===== src/rtl/ex_pipe_reg_if.sv =====
// Decode-to-execute handshake bundle: valid/ready plus the instruction payload.
// The master drives the payload and valid; the slave answers with ready.
interface ex_pipe_reg_if #(
    parameter int DATA_W  = 32,
    parameter int NUM_OPS = 2,
    parameter int CTRL_W  = 20,
    parameter int REG_W   = 5
);
    logic                      valid;
    logic                      ready;
    logic [CTRL_W-1:0]         ctrl;
    logic [NUM_OPS*DATA_W-1:0] ops;
    logic [DATA_W-1:0]         imm;
    logic [DATA_W-1:0]         next_addr;
    logic [REG_W-1:0]          rd;
    logic [REG_W-1:0]          rt;

    modport master (
        output valid, ctrl, ops, imm, next_addr, rd, rt,
        input  ready
    );

    modport slave (
        input  valid, ctrl, ops, imm, next_addr, rd, rt,
        output ready
    );
endinterface


===== src/rtl/ex_pipe_reg.sv =====
// ID/EX pipeline register with a two-entry skid buffer so that in_ready is a
// pure register output; invalid slots show all-zero control to execute.
module ex_pipe_reg #(
    parameter int DATA_W  = 32,
    parameter int NUM_OPS = 2,
    parameter int CTRL_W  = 20,
    parameter int REG_W   = 5
) (
    input  logic                clk,
    input  logic                reset,
    input  logic                flush,
    ex_pipe_reg_if.slave        in_if,
    ex_pipe_reg_if.master       out_if,
    output logic [1:0]          occupancy
);

    typedef struct packed {
        logic [CTRL_W-1:0]              ctrl;
        logic [NUM_OPS-1:0][DATA_W-1:0] ops;
        logic [DATA_W-1:0]              imm;
        logic [DATA_W-1:0]              next_addr;
        logic [REG_W-1:0]               rd;
        logic [REG_W-1:0]               rt;
    } payload_t;

    payload_t m_q, s_q, in_pl;
    logic     m_valid, s_valid;
    logic     in_fire, m_free;

    always_comb begin
        in_pl           = '0;
        in_pl.ctrl      = in_if.ctrl;
        in_pl.ops       = in_if.ops;
        in_pl.imm       = in_if.imm;
        in_pl.next_addr = in_if.next_addr;
        in_pl.rd        = in_if.rd;
        in_pl.rt        = in_if.rt;
    end

    // The skid slot is the only thing that can refuse upstream, so ready
    // depends on a flop alone and never on out_ready combinationally.
    assign in_if.ready = ~s_valid;
    assign in_fire     = in_if.valid & ~s_valid;
    assign m_free      = ~m_valid | out_if.ready;

    always_ff @(posedge clk) begin
        if (reset) begin
            m_valid <= 1'b0;
            s_valid <= 1'b0;
            m_q     <= '0;
            s_q     <= '0;
        end else if (flush) begin
            m_valid <= 1'b0;
            s_valid <= 1'b0;
        end else if (m_free) begin
            if (s_valid) begin
                m_q     <= s_q;
                m_valid <= 1'b1;
                s_valid <= 1'b0;
            end else if (in_fire) begin
                m_q     <= in_pl;
                m_valid <= 1'b1;
            end else begin
                m_valid <= 1'b0;
            end
        end else if (in_fire) begin
            s_q     <= in_pl;
            s_valid <= 1'b1;
        end
    end

    // Bubbles carry zero control so RegWrite/MemWr/Branch/Jump cannot leak.
    assign out_if.valid     = m_valid;
    assign out_if.ctrl      = m_valid ? m_q.ctrl : '0;
    assign out_if.ops       = m_q.ops;
    assign out_if.imm       = m_q.imm;
    assign out_if.next_addr = m_q.next_addr;
    assign out_if.rd        = m_q.rd;
    assign out_if.rt        = m_q.rt;

    assign occupancy = {1'b0, m_valid} + {1'b0, s_valid};

endmodule


===== src/flat_wrapper.sv =====
// flat-port wrapper written by rule: the top's interface ports become plain ports
module ex_pipe_reg_flat 
#(
    parameter int DATA_W  = 32,
    parameter int NUM_OPS = 2,
    parameter int CTRL_W  = 20,
    parameter int REG_W   = 5
)
  (clk, reset, flush, occupancy, in_if_valid, in_if_ctrl, in_if_ops, in_if_imm, in_if_next_addr, in_if_rd, in_if_rt, in_if_ready, out_if_valid, out_if_ctrl, out_if_ops, out_if_imm, out_if_next_addr, out_if_rd, out_if_rt, out_if_ready);
  ex_pipe_reg_if #(.DATA_W(DATA_W), .NUM_OPS(NUM_OPS), .CTRL_W(CTRL_W), .REG_W(REG_W)) in_if_i ();
  ex_pipe_reg_if #(.DATA_W(DATA_W), .NUM_OPS(NUM_OPS), .CTRL_W(CTRL_W), .REG_W(REG_W)) out_if_i ();
  input  logic clk;
  input  logic reset;
  input  logic flush;
  output logic [1:0] occupancy;
  input wire logic [$bits(in_if_i.valid)-1:0] in_if_valid;
  input wire logic [$bits(in_if_i.ctrl)-1:0] in_if_ctrl;
  input wire logic [$bits(in_if_i.ops)-1:0] in_if_ops;
  input wire logic [$bits(in_if_i.imm)-1:0] in_if_imm;
  input wire logic [$bits(in_if_i.next_addr)-1:0] in_if_next_addr;
  input wire logic [$bits(in_if_i.rd)-1:0] in_if_rd;
  input wire logic [$bits(in_if_i.rt)-1:0] in_if_rt;
  output wire logic [$bits(in_if_i.ready)-1:0] in_if_ready;
  output wire logic [$bits(out_if_i.valid)-1:0] out_if_valid;
  output wire logic [$bits(out_if_i.ctrl)-1:0] out_if_ctrl;
  output wire logic [$bits(out_if_i.ops)-1:0] out_if_ops;
  output wire logic [$bits(out_if_i.imm)-1:0] out_if_imm;
  output wire logic [$bits(out_if_i.next_addr)-1:0] out_if_next_addr;
  output wire logic [$bits(out_if_i.rd)-1:0] out_if_rd;
  output wire logic [$bits(out_if_i.rt)-1:0] out_if_rt;
  input wire logic [$bits(out_if_i.ready)-1:0] out_if_ready;
  assign in_if_i.valid = in_if_valid;
  assign in_if_i.ctrl = in_if_ctrl;
  assign in_if_i.ops = in_if_ops;
  assign in_if_i.imm = in_if_imm;
  assign in_if_i.next_addr = in_if_next_addr;
  assign in_if_i.rd = in_if_rd;
  assign in_if_i.rt = in_if_rt;
  assign in_if_ready = in_if_i.ready;
  assign out_if_valid = out_if_i.valid;
  assign out_if_ctrl = out_if_i.ctrl;
  assign out_if_ops = out_if_i.ops;
  assign out_if_imm = out_if_i.imm;
  assign out_if_next_addr = out_if_i.next_addr;
  assign out_if_rd = out_if_i.rd;
  assign out_if_rt = out_if_i.rt;
  assign out_if_i.ready = out_if_ready;
  ex_pipe_reg #(.DATA_W(DATA_W), .NUM_OPS(NUM_OPS), .CTRL_W(CTRL_W), .REG_W(REG_W)) u_core (.clk(clk), .reset(reset), .flush(flush), .in_if(in_if_i), .out_if(out_if_i), .occupancy(occupancy));
endmodule

===== config.mk =====
export PLATFORM = sky130hd
export DESIGN_NAME = ex_pipe_reg_flat
export DESIGN_NICKNAME = d
export VERILOG_FILES = /design/src/rtl/ex_pipe_reg_if.sv /design/src/rtl/ex_pipe_reg.sv /design/src/flat_wrapper.sv
export SDC_FILE = /design/constraint.sdc
export NUM_CORES = 1
export LEC_CHECK = 0
export BUFFER_PORTS_ARGS = -buffer_cell sky130_fd_sc_hd__buf_2
export CAP_MARGIN = 10
export CORE_ASPECT_RATIO = 0.75
export CORE_MARGIN = 3
export CORE_UTILIZATION = 56
export CTS_CLUSTER_DIAMETER = 30
export DETAILED_ROUTE_END_ITERATION = 7
export GPL_TIMING_DRIVEN = 0
export HOLD_SLACK_MARGIN = 0.1
export PLACE_DENSITY_LB_ADDON = 0.12
export SLEW_MARGIN = 0
export SYNTH_ARGS = -nofsm -noshare
export SYNTH_HDL_FRONTEND = slang
export SYNTH_SLANG_ARGS = --single-unit

===== constraint.sdc =====
create_clock -name clk -period 1.9 [get_ports clk]
set_input_delay 0.38 -clock clk [delete_from_list [all_inputs] [get_ports clk]]
set_output_delay 0.38 -clock clk [all_outputs]
set_load 0.02 [all_outputs]

==> flow_summary.ini, run 1 <==
[clock_tree]
clock-root-buffer = clkbuf_16
path_clk_slew_ps = 50
cts_buffer_depth = 3
cts_sinks = 318
cts_tree = yes
clock_latency_ps = 560
cts-htree-levels = 2
cts_made_buffers = 52

[power_and_ir_drop]
ir_drop_uv = 769
p_leak_nw = 8.33
total_power_w = 0.0193
power_density_nw_per_um2 = 908

[synthesis]
yosys_warnings = 0
synth_edf_count = 0
syn_nets = 1742
syn_area_um2 = 16100
async_flop_share_pct = 0
synth_ff_type = dfxtp_1
synth.avg_cell_area_um2 = 10.2
ys_seq_elements = 318
syn_inst = 1578
synth_seq_area_share_pct = 39.5
synth_cell_type_count = 17

[drt]
ant_nets = 0
wl_met1_um = 20600
drt-total-wl_um = 45600
drt_pass1_iterations = 5
via_per_inst = 5.29
routedWlPerCell_um = 18.3
drt_iter0_drc = 704
dr.max_layer_used = met5
wl_met3_um = 2660
vias = 13195
wl_met2_um = 20900
drc = 0

[cells_and_area]
final-instance-count-excl-fill = 2494
drive_gt1_share_pct = 35.8
seq_area_um2 = 6370
syn_to_final_growth_pct = 32.1
final_common_cell = buf_2
multi_input_area_um2 = 7930
layout_common_cells = 337 x buf_2, 317 x nand2b_1, 316 x dfxtp_1
final_nets = 2228
fillers = 1992

[global_routing]
grt_util_all_layers_pct = 28.6
grt_max_degree = 20
antenna_found_initial = 4
grt_pass1_wl_um = 72500
grt_pass1_vias = 13749
gr-total-overflow = 0

[floorplanning]
die_w_um = 202
initial_utilization_pct = 57.1
core_um2 = 28200
rows = 53
die_area_um2 = 30800
die_h_um = 153
boundaryPins = 325

[timing]
timing_hold_violations_final = 0
rsz0062_at_grt = true
maxSlewHeadroom_pct = 34.6
setup_viol = 0
setup_tns_ps = 0
drv_slew = 0
worst_slew_pin_slew_ps = 981
fmax_mhz = 538
skew_ps = 19.3
period_share_pct = 97.9
min_period_ps = 1860

[setup_path]
reg2reg_depth = 8
path_class = reg2reg
r2r-start = u_core.s_valid
worstSetupEndpointType = register
reg2reg_setup_slack_ps = 40
cp_max_fo = 10
r2r-end = u_core.out_if.ops[35]
crit_end = u_core.out_if.ops[35]
critPathLaunchType = register
critPathLaunch = u_core.s_valid
cp.arrival_ps = 2330
cp.required_ps = 2370

[place]
portBuffers = 323
dpl.hpwl_um = 30900
gp_congestion = 0.811
dp_cells = 2286

[hold_path]
hold_class = in2reg

[run_status]
status = finished clean

[run]
cap_violations = 0
[where the power goes]
part | internal, W | switching, W
clock | 0.00628 | 0.00340
sequential | 0.00694 | 0.000154
combinational | 0.00120 | 0.00134
total | 0.0144 | 0.00489
[registers in the layout, summed over array words and instances, names as in the netlist, 5 cells and up]
register and count:
u_core.s_q 158, u_core.out_if.ops 64, u_core.out_if.imm 32, u_core.out_if.next_addr 32
u_core.m_q 20, u_core.out_if.rd 5, u_core.out_if.rt 5
[critical path, stage by stage (launching register included)]
cell      delay (ps)
dfxtp_2          340
buf_6            140
o21ba_1          170
buf_2            180
and2_1           170
clkbuf_4         180
buf_12           170
buf_6            160
a211oi_2         230
[per-layer routing]
metal / global-route usage [%] / up-vias
met1: 39.0 / 6342
met2: 46.0 / 428
li1: - / 6323
met4: 9.86 / 4
met5: 0 / -
met3: 5.24 / 98
[cell type report]
type                       instances  area share (%)
multi-input combinational        976            37.3
timing repair buffer             435            12.9
sequential                       318            30.0
clock buffer                      70            6.77
buffer                           280            9.09
antenna                            2          0.0235
clock inverter                    27            1.68
inverter                           1          0.0176
tap                              385            2.26
[through the flow]
step           instance area, um^2  hold slack (ps)  utilization (%)  setup WS, ps
6_report                     21300              114             75.5          40.5
5_1_grt                      21300              109             75.5         -12.8
4_1_cts                      21200              100             75.2         -87.5
3_5_place_dp                 18200              463             64.6          -537
3_3_place_gp                 18200              457             64.6          -603
2_1_floorplan                16100              448                -           228
[timing repair]
item	CTS	global route
buffers inserted	0	2
hold endpoints to repair	111	0
hold buffers	110	0
gates resized for setup	47	24
setup endpoints to repair	288	264
pin swaps	0	0
[synthesized netlist by cell type (21+ instances only)]
master	number	area, um^2
nand2b_1	317	1980
a211oi_2	120	1500
buf_4	142	1070
clkbuf_1	92	345
buf_2	22	110
mux2i_1	316	3160
and2_1	21	131
a21oi_1	158	791
buf_6	27	304
dfxtp_1	318	6370
a211oi_1	39	293
[worst min path at each step]
| stage | startpoint | slack, ps | depth (start not counted) | end |
|---|---|---|---|---|
| after floorplan | u_core.s_q[100] | 450 | 2 | u_core.s_q[100] |
| after global placement | u_core.s_q[42] | 460 | 2 | u_core.s_q[42] |
| after detailed placement | u_core.s_q[139] | 460 | 2 | u_core.s_q[139] |
| after CTS | in_if_ops[28] | 100 | 3 | u_core.s_q[102] |
| after global routing | in_if_ops[28] | 110 | 3 | u_core.s_q[102] |
| final | in_if_ops[10] | 110 | 3 | u_core.s_q[84] |
[logic make-up after synthesis]
logic type,after synthesis,share of synthesized area [%]
AND/OR/NAND/NOR,341,13.3
AO/OA/AOI/OAI,318,16.1
flip-flops,318,39.5
multiplexers,316,19.6
buffers and inverters,284,11.4
adder cells (fa/ha/maj),1,0.0777
(Power assumes the default switching activity.)
==> run 2, diff against run 1 <==
--- a/config.mk
+++ b/config.mk
@@ -9,7 +9,7 @@
 export CAP_MARGIN = 10
 export CORE_ASPECT_RATIO = 0.75
 export CORE_MARGIN = 3
-export CORE_UTILIZATION = 56
+export CORE_UTILIZATION = 50
 export CTS_CLUSTER_DIAMETER = 30
 export DETAILED_ROUTE_END_ITERATION = 7
 export GPL_TIMING_DRIVEN = 0
==> constraint.sdc (replaced) <==
create_clock -name clk -period 1.6 [get_ports clk]
set_input_delay 0.32 -clock clk [delete_from_list [all_inputs] [get_ports clk]]
set_output_delay 0.32 -clock clk [all_outputs]
set_load 0.02 [all_outputs]
==> run 2 against run 1 <==
- power is 35% higher
- largest cell class unchanged
- global-route usage is 1.7 points higher
- count of clock-buffer cells in the layout increased by 1
- largest power group unchanged
- utilization rose by 3.9 points
- worst hold slack gained 360 ps
- final cell count increased by 6.1%
- clock skew fell by 5.6 ps
- flip-flop and latch count stayed put
- die area is 12% higher
- design area grew 17%
- the flow now finishes with violations (setup timing)
- non-clock buffer count grew 112
==> flow_summary.ini, run 2 (synthesized netlist as in run 1, its figures left out) <==
[global_routing]
grt_max_degree = 16
grt_util_all_layers_pct = 30.3
antenna_found_initial = 3
grt_pass1_vias = 14896
gr-total-overflow = 0
grt_pass1_wl_um = 82900

[timing]
min_period_ps = 1780
fmax_mhz = 561
setup_ws_ps = -184
drv_slew = 0
worst_slew_pin_slew_ps = 1100
setup_tns_ps = -8830
period_share_pct = 111
setup_viol = 156
maxSlewHeadroom_pct = 26.9
timing_hold_violations_final = 0
skew_ps = 13.7
rsz0062_at_grt = true

[run]
cap_violations = 0

[cells_and_area]
largest_reg_flops = 158
seq_area_um2 = 6380
fillers = 1927
final_common_cell = nand2b_1
fin_util_pct = 79.4
top_register = u_core.s_q
syn_to_final_growth_pct = 55.1
layout_common_cells = 316 x nand2b_1, 311 x dfxtp_1, 301 x buf_2
drive_gt1_share_pct = 46.2
final_nets = 2348
multi_input_area_um2 = 8660

[drt]
drt_pass1_iterations = 4
drt_iter0_drc = 712
drt-total-wl_um = 54100
ant_nets = 0
drc = 0
routedWlPerCell_um = 20.5
via_per_inst = 5.37
vias = 14206

[clock_tree]
cts_made_buffers = 60
clock_latency_ps = 590
clock-root-buffer = clkbuf_16
path_clk_slew_ps = 50
cts_tree = yes
cts_buffer_depth = 3
cts-htree-levels = 2
cts_sinks = 318

[floorplanning]
boundaryPins = 325
die_h_um = 161
initial_utilization_pct = 51.2
die_w_um = 213
die_area_um2 = 34400
rows = 56
core_um2 = 31500

[hold_path]
hold_class = reg2reg
min-delay-start = u_core.s_q[92]

[setup_path]
path_class = reg2out
max_stage_delay_ps = 390
cp_common_cell = buf_6
worstSetupEndpointType = output pin
r2r-start = u_core.out_if.valid
cp_max_fo = 4
cp.required_ps = 1280
critPathLaunchType = register
cp_cell_sequence = buf_6, ha_4, buf_6
cp.arrival_ps = 1460
critPathLaunch = u_core.out_if.valid
crit_slowest_cell = dfxtp_4

[power_and_ir_drop]
ir_drop_uv = 911
power_density_nw_per_um2 = 1040
p_leak_nw = 9.71

[run_status]
violations = setup timing
status = finished, violations left

[place]
portBuffers = 323
dpl.hpwl_um = 32000
gp_congestion = 0.786
run 2: final cells by class:
| type | instances | share of cell area, % |
|---|---|---|
| Sequential cell | 318 | 25.5 |
| Clock buffer | 71 | 6.50 |
| Multi-Input combinational cell | 976 | 34.7 |
| Timing Repair Buffer | 552 | 18.8 |
| Inverter | 1 | 0.0251 |
| Antenna cell | 3 | 0.0301 |
| Buffer | 275 | 10.1 |
| Clock inverter | 43 | 2.30 |
| Tap cell | 406 | 2.03 |
run 2: path summary, 6_finish.rpt:
check              endpoint  slack, ps  cells past startpoint
max            occupancy[0]       -180                      3
min          u_core.s_q[92]        470                      2
max reg2reg  u_core.s_q[99]       -110                      7
min reg2reg  u_core.s_q[92]        470                      2
run 2: critical path: cells and delay by family (launching register included):
kind	cells	cell delay, ps
fa+ha+maj	1	250
buf+inv	2	250
flops	1	390
run 2: metrics by stage:
stage	setup WS [ps]	cells	power (W)	hold WS [ps]	instance area [um^2]
6_report	-184	2645	0.0260	475	25000
5_1_grt	-211	2645	0.0267	489	25000
4_1_cts	-197	2648	0.0259	401	24800
3_5_place_dp	-872	2307	0.0113	464	18200
3_3_place_gp	-912	2307	0.0113	458	18200
2_1_floorplan	22.2	1578	0.0104	391	16100
run 2: power breakdown:
part / leakage [nW] / internal, W / switching (W)
Combinational: 6.06 / 0.00194 / 0.00185
Clock: 1.06 / 0.00908 / 0.00464
Sequential: 2.60 / 0.00825 / 0.000226
run 2: layer usage:
layer | GRT usage, % | vias up | routed length (um)
met4 | 11.4 | 0 | 1440
li1 | - | 6632 | -
met3 | 5.44 | 94 | 2700
met1 | 41.1 | 7052 | 24600
met2 | 48.4 | 428 | 25400
met5 | 0 | - | 0
run 2: repair_timing:
action | 4_1_cts | 5_1_grt
endpoints found under the setup margin | 341 | 346
gates cloned | 33 | 4
pin swaps | 6 | 13
hold buffers | 160 | 0
setup buffers | 34 | 13
resized for setup | 407 | 161
hold endpoints to repair | 166 | 0
==> run 3, diff against run 2 <==
--- a/config.mk
+++ b/config.mk
@@ -9,12 +9,14 @@
 export CAP_MARGIN = 10
 export CORE_ASPECT_RATIO = 0.75
 export CORE_MARGIN = 3
-export CORE_UTILIZATION = 50
+export CORE_UTILIZATION = 52
+export CTS_BUF_LIST = sky130_fd_sc_hd__clkbuf_8
 export CTS_CLUSTER_DIAMETER = 30
 export DETAILED_ROUTE_END_ITERATION = 7
 export GPL_TIMING_DRIVEN = 0
 export HOLD_SLACK_MARGIN = 0.1
 export PLACE_DENSITY_LB_ADDON = 0.12
+export REMOVE_ABC_BUFFERS = 1
 export SLEW_MARGIN = 0
 export SYNTH_ARGS = -nofsm -noshare
 export SYNTH_HDL_FRONTEND = slang
==> run 3 against run 2 <==
- sequential power is 0.7% lower
- power is 22% lower
- via count is 5.4% lower
- the flow still finishes with violations (setup timing)
- count of clock-buffer cells in the layout is 7 higher
- die area is 3.7% lower
- clock skew is 8.1 ps higher
- first-iteration DRC count is 37% higher
- setup slack worse by 180 ps
- combinational power is 13% lower
==> flow_summary.ini, run 3 (synthesized netlist as in run 1, its figures left out) <==
[run_status]
violations = setup timing
status = finished, violations left

[clock_tree]
cts_buffer_depth = 3
cts-htree-levels = 2
clock-root-buffer = clkbuf_8
clock_latency_ps = 620
cts_tree = yes
path_clk_slew_ps = 70
cts_made_buffers = 59
cts_sinks = 318

[cells_and_area]
top_register = u_core.s_q
final_common_cell = nand2b_1
seq_area_um2 = 6370
largest_reg_flops = 158
layout_common_cells = 316 x nand2b_1, 315 x dfxtp_1, 314 x mux2i_1
syn_to_final_growth_pct = 39.2
drive_gt1_share_pct = 38.3
fillers = 2037
multi_input_area_um2 = 8450
final_nets = 2161

[setup_path]
path_class = reg2reg
cp_max_fo = 6
max_stage_delay_ps = 400
cp.required_ps = 2140
crit_slowest_cell = dfxtp_4
critPathLaunchType = register
path_delay_family = buffers and inverters
cp_cell_sequence = nand2b_4, nor4b_4, buf_6, buf_8, buf_8, buf_8, buf_8, buf_6, buf_8, buf_8, mux2i_1
cp.arrival_ps = 2510
worstSetupEndpointType = register
cp_common_cell = buf_8
cp_num_buf_inv = 8

[timing]
setup_tns_ps = -57680
min_period_ps = 1960
skew_ps = 21.8
timing_hold_violations_final = 0
setup_ws_ps = -363
holdWs_ps = 293
worst_slew_pin_slew_ps = 968
maxSlewHeadroom_pct = 35.4
period_share_pct = 123
rsz0062_at_grt = true
fmax_mhz = 509
setup_viol = 299
drv_slew = 0

[place]
dpl.hpwl_um = 24400
gp_congestion = 0.724
portBuffers = 324

[drt]
ant_nets = 0
drt_pass1_iterations = 8
drt_iter0_drc = 977
routedWlPerCell_um = 21.7
via_per_inst = 5.49
drt-total-wl_um = 53000
vias = 13441
drc = 0

[global_routing]
gr-total-overflow = 0
grt_util_all_layers_pct = 30.1
grt_pass1_wl_um = 78800
antenna_found_initial = 4
grt_max_degree = 182
grt_pass1_vias = 13482

[floorplanning]
rows = 55
die_area_um2 = 33100
initial_utilization_pct = 53.0
boundaryPins = 325
die_h_um = 158
core_um2 = 30300
die_w_um = 209

[run]
cap_violations = 0

[hold_path]
hold_class = in2reg

[power_and_ir_drop]
p_leak_nw = 8.50
ir_drop_uv = 874
power_density_nw_per_um2 = 902
==> run 3: cell types whose count changed in the layout (fill, tap and decap cells not counted), sizes merged, moves of 6 or more <==
cell,delta
and2,+6
buf,-122
bufbuf,+7
bufinv,-8
clkbuf,-73
clkinv,-9
==> run 3: final cells by class <==
class	instances	share of cell area [%]
Inverter	1	0.0391
Timing Repair Buffer	632	25.7
Clock inverter	30	0.999
Antenna cell	4	0.0447
Multi-Input combinational cell	985	37.7
Clock buffer	78	4.79
Tap cell	399	2.23
Sequential cell	318	28.4
==> run 3: repair_timing <==
action | in CTS | in global routing
buffers inserted | 62 | 40
setup endpoints to repair | 342 | 338
hold buffers | 160 | 0
pin swaps | 18 | 15
hold endpoints to repair | 315 | 0
gates resized for setup | 236 | 57
cloned | 39 | 3
==> run 3: worst register-to-register path: cells and delay by family (launching register included) <==
kind,cells,cell delay (ps)
buf+inv,8,930
flops,1,400
simple gates,2,390
mux,1,200
==> run 3: metal layers <==
layer	vias to the layer above	wire, um	GRT usage, %
met5	-	0	0
met4	0	1010	8.64
met3	82	3810	7.68
met2	488	24500	47.8
met1	6647	23700	40.8
li1	6224	-	-
==> run 3: power breakdown <==
| group | switching, W | internal [W] |
|---|---|---|
| Combinational | 0.00175 | 0.00156 |
| Clock | 0.00365 | 0.00484 |
| Sequential | 0.000179 | 0.00823 |
==> run 3: worst paths after layout <==
| check | slack [ps] | to | cells past startpoint | from |
|---|---|---|---|---|
| worst max-delay path | -360 | u_core.s_q[17] | 11 | u_core.out_if.valid |
| worst min register to register | 470 | u_core.s_q[153] | 2 | u_core.s_q[153] |
| worst max register to register | -360 | u_core.s_q[17] | 11 | u_core.out_if.valid |
| worst min-delay path | 290 | u_core.s_valid | 3 | out_if_ready |
==> run 3: per-stage QoR <==
step	setup WS [ps]	cell area, um^2	total power [W]	std cells	util, %
5_1_grt	-460	22400	0.0209	2447	73.8
3_3_place_gp	-57220	16400	0.0111	2018	54.0
4_1_cts	-312	22300	0.0203	2425	73.4
2_1_floorplan	-27340	14300	0.0100	1295	-
6_report	-363	22400	0.0202	2447	73.8
3_5_place_dp	-2390	17000	0.0109	2059	55.9
